===== config.mk =====
export PLATFORM = sky130hd
export DESIGN_NAME = fp_align_shifter
export DESIGN_NICKNAME = d
export VERILOG_FILES = /design/src/rtl/fp_align_shifter.sv
export SDC_FILE = /design/constraint.sdc
export NUM_CORES = 1
export LEC_CHECK = 0
export ABC_AREA = 1
export BUFFER_PORTS_ARGS = -buffer_cell sky130_fd_sc_hd__buf_2
export CORE_MARGIN = 8
export CORE_UTILIZATION = 25
export CTS_CLUSTER_DIAMETER = 150
export DETAILED_ROUTE_END_ITERATION = 7
export REMOVE_ABC_BUFFERS = 1
export SLEW_MARGIN = 15
export SYNTH_ARGS = -nofsm -noshare
export SYNTH_HDL_FRONTEND = slang
export SYNTH_SLANG_ARGS = --single-unit
export TNS_END_PERCENT = 50

===== constraint.sdc =====
create_clock -name clk -period 2.1 [get_ports clk]
set_input_delay 0.525 -clock clk [delete_from_list [all_inputs] [get_ports clk]]
set_output_delay 0.525 -clock clk [all_outputs]
set_load 0.01 [all_outputs]

===== src/rtl/fp_align_shifter.sv =====
// Mantissa alignment stage of the FP adder: right-shifts the smaller-exponent
// mantissa STEP bits per cycle with guard/round/sticky, then hands the pair on.
module fp_align_shifter #(
  parameter int MANT_W = 24,
  parameter int STEP   = 4
) (
  input  logic                clk,
  input  logic                rst_n,
  input  logic                in_valid,
  output logic                in_ready,
  input  logic [MANT_W-1:0]   mant_a,
  input  logic [MANT_W-1:0]   mant_b,
  input  logic [8:0]          shift_mag,
  input  logic [1:0]          select,
  input  logic [7:0]          exp_in,
  output logic                out_valid,
  input  logic                out_ready,
  output logic [MANT_W+2:0]   out_big,
  output logic [MANT_W+2:0]   out_small,
  output logic [7:0]          out_exp,
  output logic                out_swap
);

  localparam int W     = MANT_W + 3;
  localparam int CNT_W = $clog2(W + 1);

  typedef enum logic [1:0] {
    IDLE  = 2'd0,
    SHIFT = 2'd1,
    DONE  = 2'd2
  } state_t;

  state_t             state_q, state_d;
  logic [W-1:0]       big_q, big_d;
  logic [W-1:0]       small_q, small_d;
  logic [7:0]         exp_q, exp_d;
  logic               swap_q, swap_d;
  logic [CNT_W-1:0]   rem_q, rem_d;

  logic [CNT_W-1:0]   satShift;
  logic [CNT_W-1:0]   stepK;
  logic               lostBits;

  // Distances of W or more shift everything out; bit 8 of shift_mag takes part.
  always_comb begin
    if (int'(shift_mag) >= W) begin
      satShift = CNT_W'(W);
    end else begin
      satShift = CNT_W'(shift_mag);
    end
  end

  // Per-cycle shift amount and the OR of every bit it drops (old sticky included).
  always_comb begin
    if (int'(rem_q) > STEP) begin
      stepK = CNT_W'(STEP);
    end else begin
      stepK = rem_q;
    end
    lostBits = 1'b0;
    for (int i = 0; i < W; i++) begin
      if (i < int'(stepK)) begin
        lostBits = lostBits | small_q[i];
      end
    end
  end

  always_comb begin
    state_d = state_q;
    big_d   = big_q;
    small_d = small_q;
    exp_d   = exp_q;
    swap_d  = swap_q;
    rem_d   = rem_q;
    case (state_q)
      IDLE: begin
        if (in_valid) begin
          exp_d = exp_in;
          case (select)
            2'd1: begin
              big_d   = {mant_b, 3'b000};
              small_d = {mant_a, 3'b000};
              swap_d  = 1'b1;
              rem_d   = satShift;
            end
            2'd2: begin
              big_d   = {mant_a, 3'b000};
              small_d = {mant_b, 3'b000};
              swap_d  = 1'b0;
              rem_d   = satShift;
            end
            default: begin
              big_d   = {mant_a, 3'b000};
              small_d = {mant_b, 3'b000};
              swap_d  = 1'b0;
              rem_d   = '0;
            end
          endcase
          state_d = (rem_d != '0) ? SHIFT : DONE;
        end
      end
      SHIFT: begin
        small_d = (small_q >> stepK) | {{(W-1){1'b0}}, lostBits};
        rem_d   = rem_q - stepK;
        if (rem_d == '0) begin
          state_d = DONE;
        end
      end
      DONE: begin
        if (out_ready) begin
          state_d = IDLE;
        end
      end
      default: begin
        state_d = IDLE;
      end
    endcase
  end

  always_ff @(posedge clk or negedge rst_n) begin
    if (!rst_n) begin
      state_q <= IDLE;
      big_q   <= '0;
      small_q <= '0;
      exp_q   <= '0;
      swap_q  <= 1'b0;
      rem_q   <= '0;
    end else begin
      state_q <= state_d;
      big_q   <= big_d;
      small_q <= small_d;
      exp_q   <= exp_d;
      swap_q  <= swap_d;
      rem_q   <= rem_d;
    end
  end

  assign in_ready  = (state_q == IDLE);
  assign out_valid = (state_q == DONE);
  assign out_big   = big_q;
  assign out_small = small_q;
  assign out_exp   = exp_q;
  assign out_swap  = swap_q;

endmodule


== Word level (Yosys, flattened, before mapping) ==
Cells that the tools add are included.

* Bits of input ports: 71
* Output and inout port bits: 65
* RAM bits: 0
* Register bits after elaboration: 70
* Bits in read-only memories: 0
* Word-level logic and storage cells: 123
* Latch bits: 0
* Memories: 0

* Shift operators: 1
* Reductions and logical operators: 8
* Multipliers: 0
* Mux-type cells: 44
* Div/mod/pow operators: 0
* Equality and inequality tests: 7
* Bitwise gates (word level): 27
* $add $sub $neg: 1
* Magnitude comparators: 29

{| class="wikitable"
|+ Operator list
! kind !! count
|-
| 27-bit two-way mux || 3
|-
| 5-bit less-than comparator (first input constant) || 11
|-
| 27-bit case mux with 2 select lines || 1
|-
| 4-bit by 5-bit less-than comparator with 1-bit output (first input constant) || 8
|-
| 5-bit two-way mux || 6
|-
| 1-bit two-way mux || 28
|-
| 27-bit by 1-bit bitwise OR with 27-bit output || 1
|-
| 27-bit by 5-bit >> shifter with 27-bit output || 1
|-
| 1-bit bitwise OR || 26
|-
| 3-bit by 5-bit less-than comparator with 1-bit output (first input constant) || 4
|-
| 1-bit by 5-bit less-than comparator with 1-bit output (first input constant) || 2
|-
| 2-bit by 5-bit less-than comparator with 1-bit output (first input constant) || 2
|-
| 5-bit case mux with 2 select lines || 1
|-
| 9-bit by 5-bit greater-or-equal comparator with 1-bit output (second input constant) || 1
|-
| 2-bit two-way mux || 4
|-
| 2-bit case mux with 3 select lines || 1
|-
| 5-bit by 3-bit > comparator with 1-bit output (second input constant) || 1
|-
| 5-bit zero test || 1
|-
| 5-bit nonzero test || 1
|-
| 5-bit subtractor || 1
|-
| 2-bit by 1-bit equality test with 1-bit output (second input constant) || 2
|-
| 2-bit equality test (second input constant) || 2
|-
| 2-bit inequality test (second input constant) || 2
|-
| 2-bit AND reduction || 2
|-
| 5 further kinds || 5
|}

== Depth between registers and ports, before layout ==
* Depth after elaboration: 58
* Gate-level depth with buffers: 13
* Gate-level depth less buffers: 13

== Worst setup path after synthesis ==
OpenSTA, ideal clock, no wires.

* Path type: reg-to-reg
* Start: register rem_q[4]
* End: register state_q[0]
* Slack: 0.452 ns
* Path buffers: 0
* Cell stages (with the launch flop): 10
* Data arrival time: 1.528 ns
* Library setup time: 0.120 ns
* Cells stage by stage: dfrtp_1 > nor2_4 > nand2_4 > nand2_1 > ha_1 > inv_1 > nand3_1 > or2_0 > o21ai_0 > nand2_1

* Cells in the longest elaborated chain, start to end: 6

{| class="wikitable"
|+ Ends and longest elaborated chain
! element !! line !! source
|-
| from (decl) || 38 || <nowiki>logic [CNT_W-1:0] rem_q, rem_d;</nowiki>
|-
| from (signal assigned) || 134 || <nowiki>rem_q <= rem_d;</nowiki>
|-
| 5-bit by 3-bit > comparator with 1-bit output || 55 || <nowiki>if (int'(rem_q) > STEP) begin</nowiki>
|-
| 5-bit two-way mux || 55 ||
|-
| 5-bit subtractor (*) || 104 || <nowiki>rem_d = rem_q - stepK;</nowiki>
|-
| 5-bit zero test (*) || 105 || <nowiki>if (rem_d == '0) begin</nowiki>
|-
| 2-bit inequality test (no source line) (*) || - ||
|-
| 3-bit AND reduction (no source line) (*) || - ||
|-
| to (signal assigned) || 129 || <nowiki>state_q <= state_d;</nowiki>
|-
| to (decl) || 33 || <nowiki>state_t state_q, state_d;</nowiki>
|}

Mark *: on every way between the ends. The rest lies on a longest branch, timed or not.
A chain may end at the register's enable or synchronous reset.

== Worst setup path after layout ==
* Start: register state_q[1]
* End: register small_q[12] (netlist: out_small[12])

* Cells in the longest elaborated chain, start to end: 3

{| class="wikitable"
|+ Ends and longest elaborated chain
! element !! line !! source
|-
| 2-bit by 1-bit equality test with 1-bit output / 2-bit zero test (equally long branches) || 75 || <nowiki>case (state_q)</nowiki>
|-
| 2-bit nonzero test (no source line) / 2-bit inequality test (equally long branches) || - ||
|-
| 2-bit AND reduction (no source line) || - ||
|-
| to (signal assigned) || 131 || <nowiki>small_q <= small_d;</nowiki>
|-
| to (decl) || 35 || <nowiki>logic [W-1:0] small_q, small_d;</nowiki>
|}

Several ways; a longest one is shown, not always the timed one.

==> flow_summary.yaml <==
status:
  status: "finished clean"
cells_and_area:
  num-fill-cells: 1918
  syn2layout_area_growth_pct: 27.5
  drive_gt1_share_pct: 25.1
  fin_cells: 961
  antenna_cells: 0
  nets: 804
pwr:
  powerDensity_mw_per_mm2: 1580
  switching_power_uw: 4080
  power_frac_seq_pct: 29.1
  p_comb_share_pct: 53.3
  power.total_uw: 8690
  ir_worst_vdd_mv: 0.712
  leakage_uw: 0.00268
  p_clk_share_pct: 17.6
  switching_share_pct: 46.9
  p_int_uw: 4610
worst_setup_path:
  critPathMaxStageDelay_ps: 390
  arrival_ps: 2060
  reg2reg_from: "state_q[1]"
  critical_path_class: "flip-flop to flip-flop"
  start_kind: "flip-flop"
  cp_data_required_time_ps: 2320
  crit_fanout: 20
  endpoint_kind: "flip-flop"
  crit_chain: "inv_1 -> nand2_2 -> inv_2 -> nor2_4 -> inv_2 -> o21ai_0 -> a21oi_1 -> a2bb2oi_1"
  crit_path_start: "state_q[1]"
  crit_path_frequent_cell: "inv_2"
  rr_worst_depth: 8
  worst_path_max_delay_cell: "dfrtp_1"
clock_tree:
  clkLatencyLatePin_ps: 340
  cts_max_level: 3
  cts_made_buffers: 9
  tritoncts: "done"
  cts_resized: 0
  cts_root_buf: "clkbuf_16"
  postCtsSetupRepairBufs: 0
  cts_sinks: 67
  clk_pin_slew_ps: 60
  clock_path_buffers: 2
  holdBufCountCts: 0
synthesis:
  postSynthCellCount: 612
  yosysMostFrequentCell: "nand2_1"
  netlist.area_leader.share_pct: 38.9
  synth_ff_type: "dfrtp_1"
  synth-seq-cells: 67
  ys_top_cells_by_area: "dfrtp_1, nand2_1, o21ai_0"
  syn_area_sq_mm: 0.00431
  synth_edf_count: 0
  post-synth-top-area-cell: "dfrtp_1"
  yosys_warnings: 0
  async_flop_share_pct: 100
  ys_seq_area_share_pct: 38.9
  postSynthAreaPerCell_sq_um: 7.05
  synth_cell_types: 36
  ys_top_cells_by_count: "nand2_1, dfrtp_1, o21ai_0"
run:
  drv_cap: 0
route:
  detail_route.wl_per_cell_um: 15.6
  routed_via_density: 4.72
  routed_wirelength_um: 15000
  drc: 0
  drt_pre_antenna_iters: 5
  drt-initial-drc-count: 345
  ant_nets: 0
  vias: 4533
placement:
  dpl.hpwl_um: 10900
  io_buffers: 132
  gp_congestion: 0.834
  placed_cells: 945
global_routing:
  antenna_found_initial: 0
  grt_util_all_layers_pct: 13.8
  grt_pass1_vias: 4570
  grt.overflow.total: 0
  grt_pass1_wl_um: 24100
  grt_max_degree: 64
sta:
  finalMaxSlewViolations: 0
  grt_setup_unrepaired: "false"
  hold_viol_final: 0
  fin_crit_ps: 1830
  max_freq_mhz: 545
  fin_skew_ps: 6.92
  finalCritPeriodShare_pct: 87.4
  setup_viol: 0
floorplan:
  die_area_sq_mm: 0.0217
  coreArea_sq_mm: 0.0171
  io_pins: 136
  die_y_um: 147
  rows: 48
  start_util_pct: 25.3
  die_x_um: 147
min_path:
  hold_class: "primary input to asynchronous set/reset pin"
-- worst max-delay path, delay by kind of cell, from the launching register on --
| kind | cells | cell delay [ps] |
|---|---|---|
| buffers and inverters | 3 | 660 |
| AOI/OAI and AO/OA | 3 | 450 |
| DFF | 1 | 390 |
| and+or+nand+nor | 2 | 220 |
-- placed cells by master, fill, tap and decap left out --
master	count
a211oi_1	1
a21boi_1	1
a21oi_1	20
a22o_1	1
a22oi_1	16
a22oi_2	1
a2bb2oi_1	3
a31oi_1	32
and2_1	1
and2_4	1
buf_12	4
buf_2	131
buf_4	11
clkbuf_16	9
clkbuf_8	4
clkinv_2	1
clkinvlp_4	2
conb_1	4
dfrtp_1	67
ha_1	1
ha_2	1
inv_1	40
inv_2	8
nand2_1	203
nand2_2	2
nand2_4	3
nand3_1	35
nand3b_1	4
nand4_1	1
nor2_1	44
nor2_2	2
nor2_4	5
o2111ai_1	2
o211ai_1	16
o21ai_0	49
o21ai_1	3
o221ai_1	2
o22ai_1	2
or2_0	3
-- state kept, by name (all words and copies together), names as in the netlist --
signal,flops
rem_q,5
state_q,2
out_exp,8
out_big,24
out_swap,1
out_small,27
-- stage by stage --
stage                     setup slack, ps  util [%]  hold slack (ps)  setup TNS (ps)  cell area (sq um)
after floorplan                      -802         -              229          -29850               4100
after global routing                  106      32.2             37.3               0               5500
final                                 265      32.2             32.2               0               5500
after global placement                327      30.5              399               0               5200
after detailed placement              275      30.5              401               0               5200
after CTS                             254      32.2             28.1               0               5500
-- power by group through the flow --
| stage | sequential, uW | clock [uW] | combinational, uW |
|---|---|---|---|
| after CTS | 2530 | 1560 | 4680 |
| after global routing | 2620 | 1610 | 5210 |
| after global placement | 2540 | 0 | 4630 |
| final | 2530 | 1530 | 4630 |
| after detailed placement | 2530 | 0 | 4680 |
| after floorplan | 2690 | 0 | 2670 |
-- path summary, 6_finish.rpt --
path	end	slack (ps)
worst max-delay path	out_small[12]	270
worst min-delay path	out_exp[7]	30
worst max register to register	out_small[12]	270
worst min register to register	out_exp[5]	470
max in group asynchronous	out_small[20]	1490
min in group clk	out_exp[4]	370
-- routing by layer --
layer	up-vias	track usage, %	routed length [um]
met3	19	4.06	1100
met2	162	21.8	6720
met1	2071	17.7	6910
li1	2281	-	-
met5	-	0	0
met4	0	4.64	216
-- logic make-up (layout without fill, tap and decap cells) --
family,after synthesis,after routing,synth area share [%]
and+or+nand+nor,304,304,29.9
AOI/OAI and AO/OA,149,149,21.1
buffers and inverters,88,210,9.37
DFF,67,67,38.9
adders and majority gates,2,2,0.580
other,2,4,0.174
-- layout make-up --
type	instances	area, sq um	share of cell area [%]
multi-input combinational	459	2240	40.8
inverter	48	180	3.28
clock buffer	13	280	5.10
timing repair buffer	146	818	14.9
tap	225	282	5.12
sequential	67	1680	30.5
clock inverter	3	20.0	0.364
No activity file was read; power rests on OpenSTA's default activity.
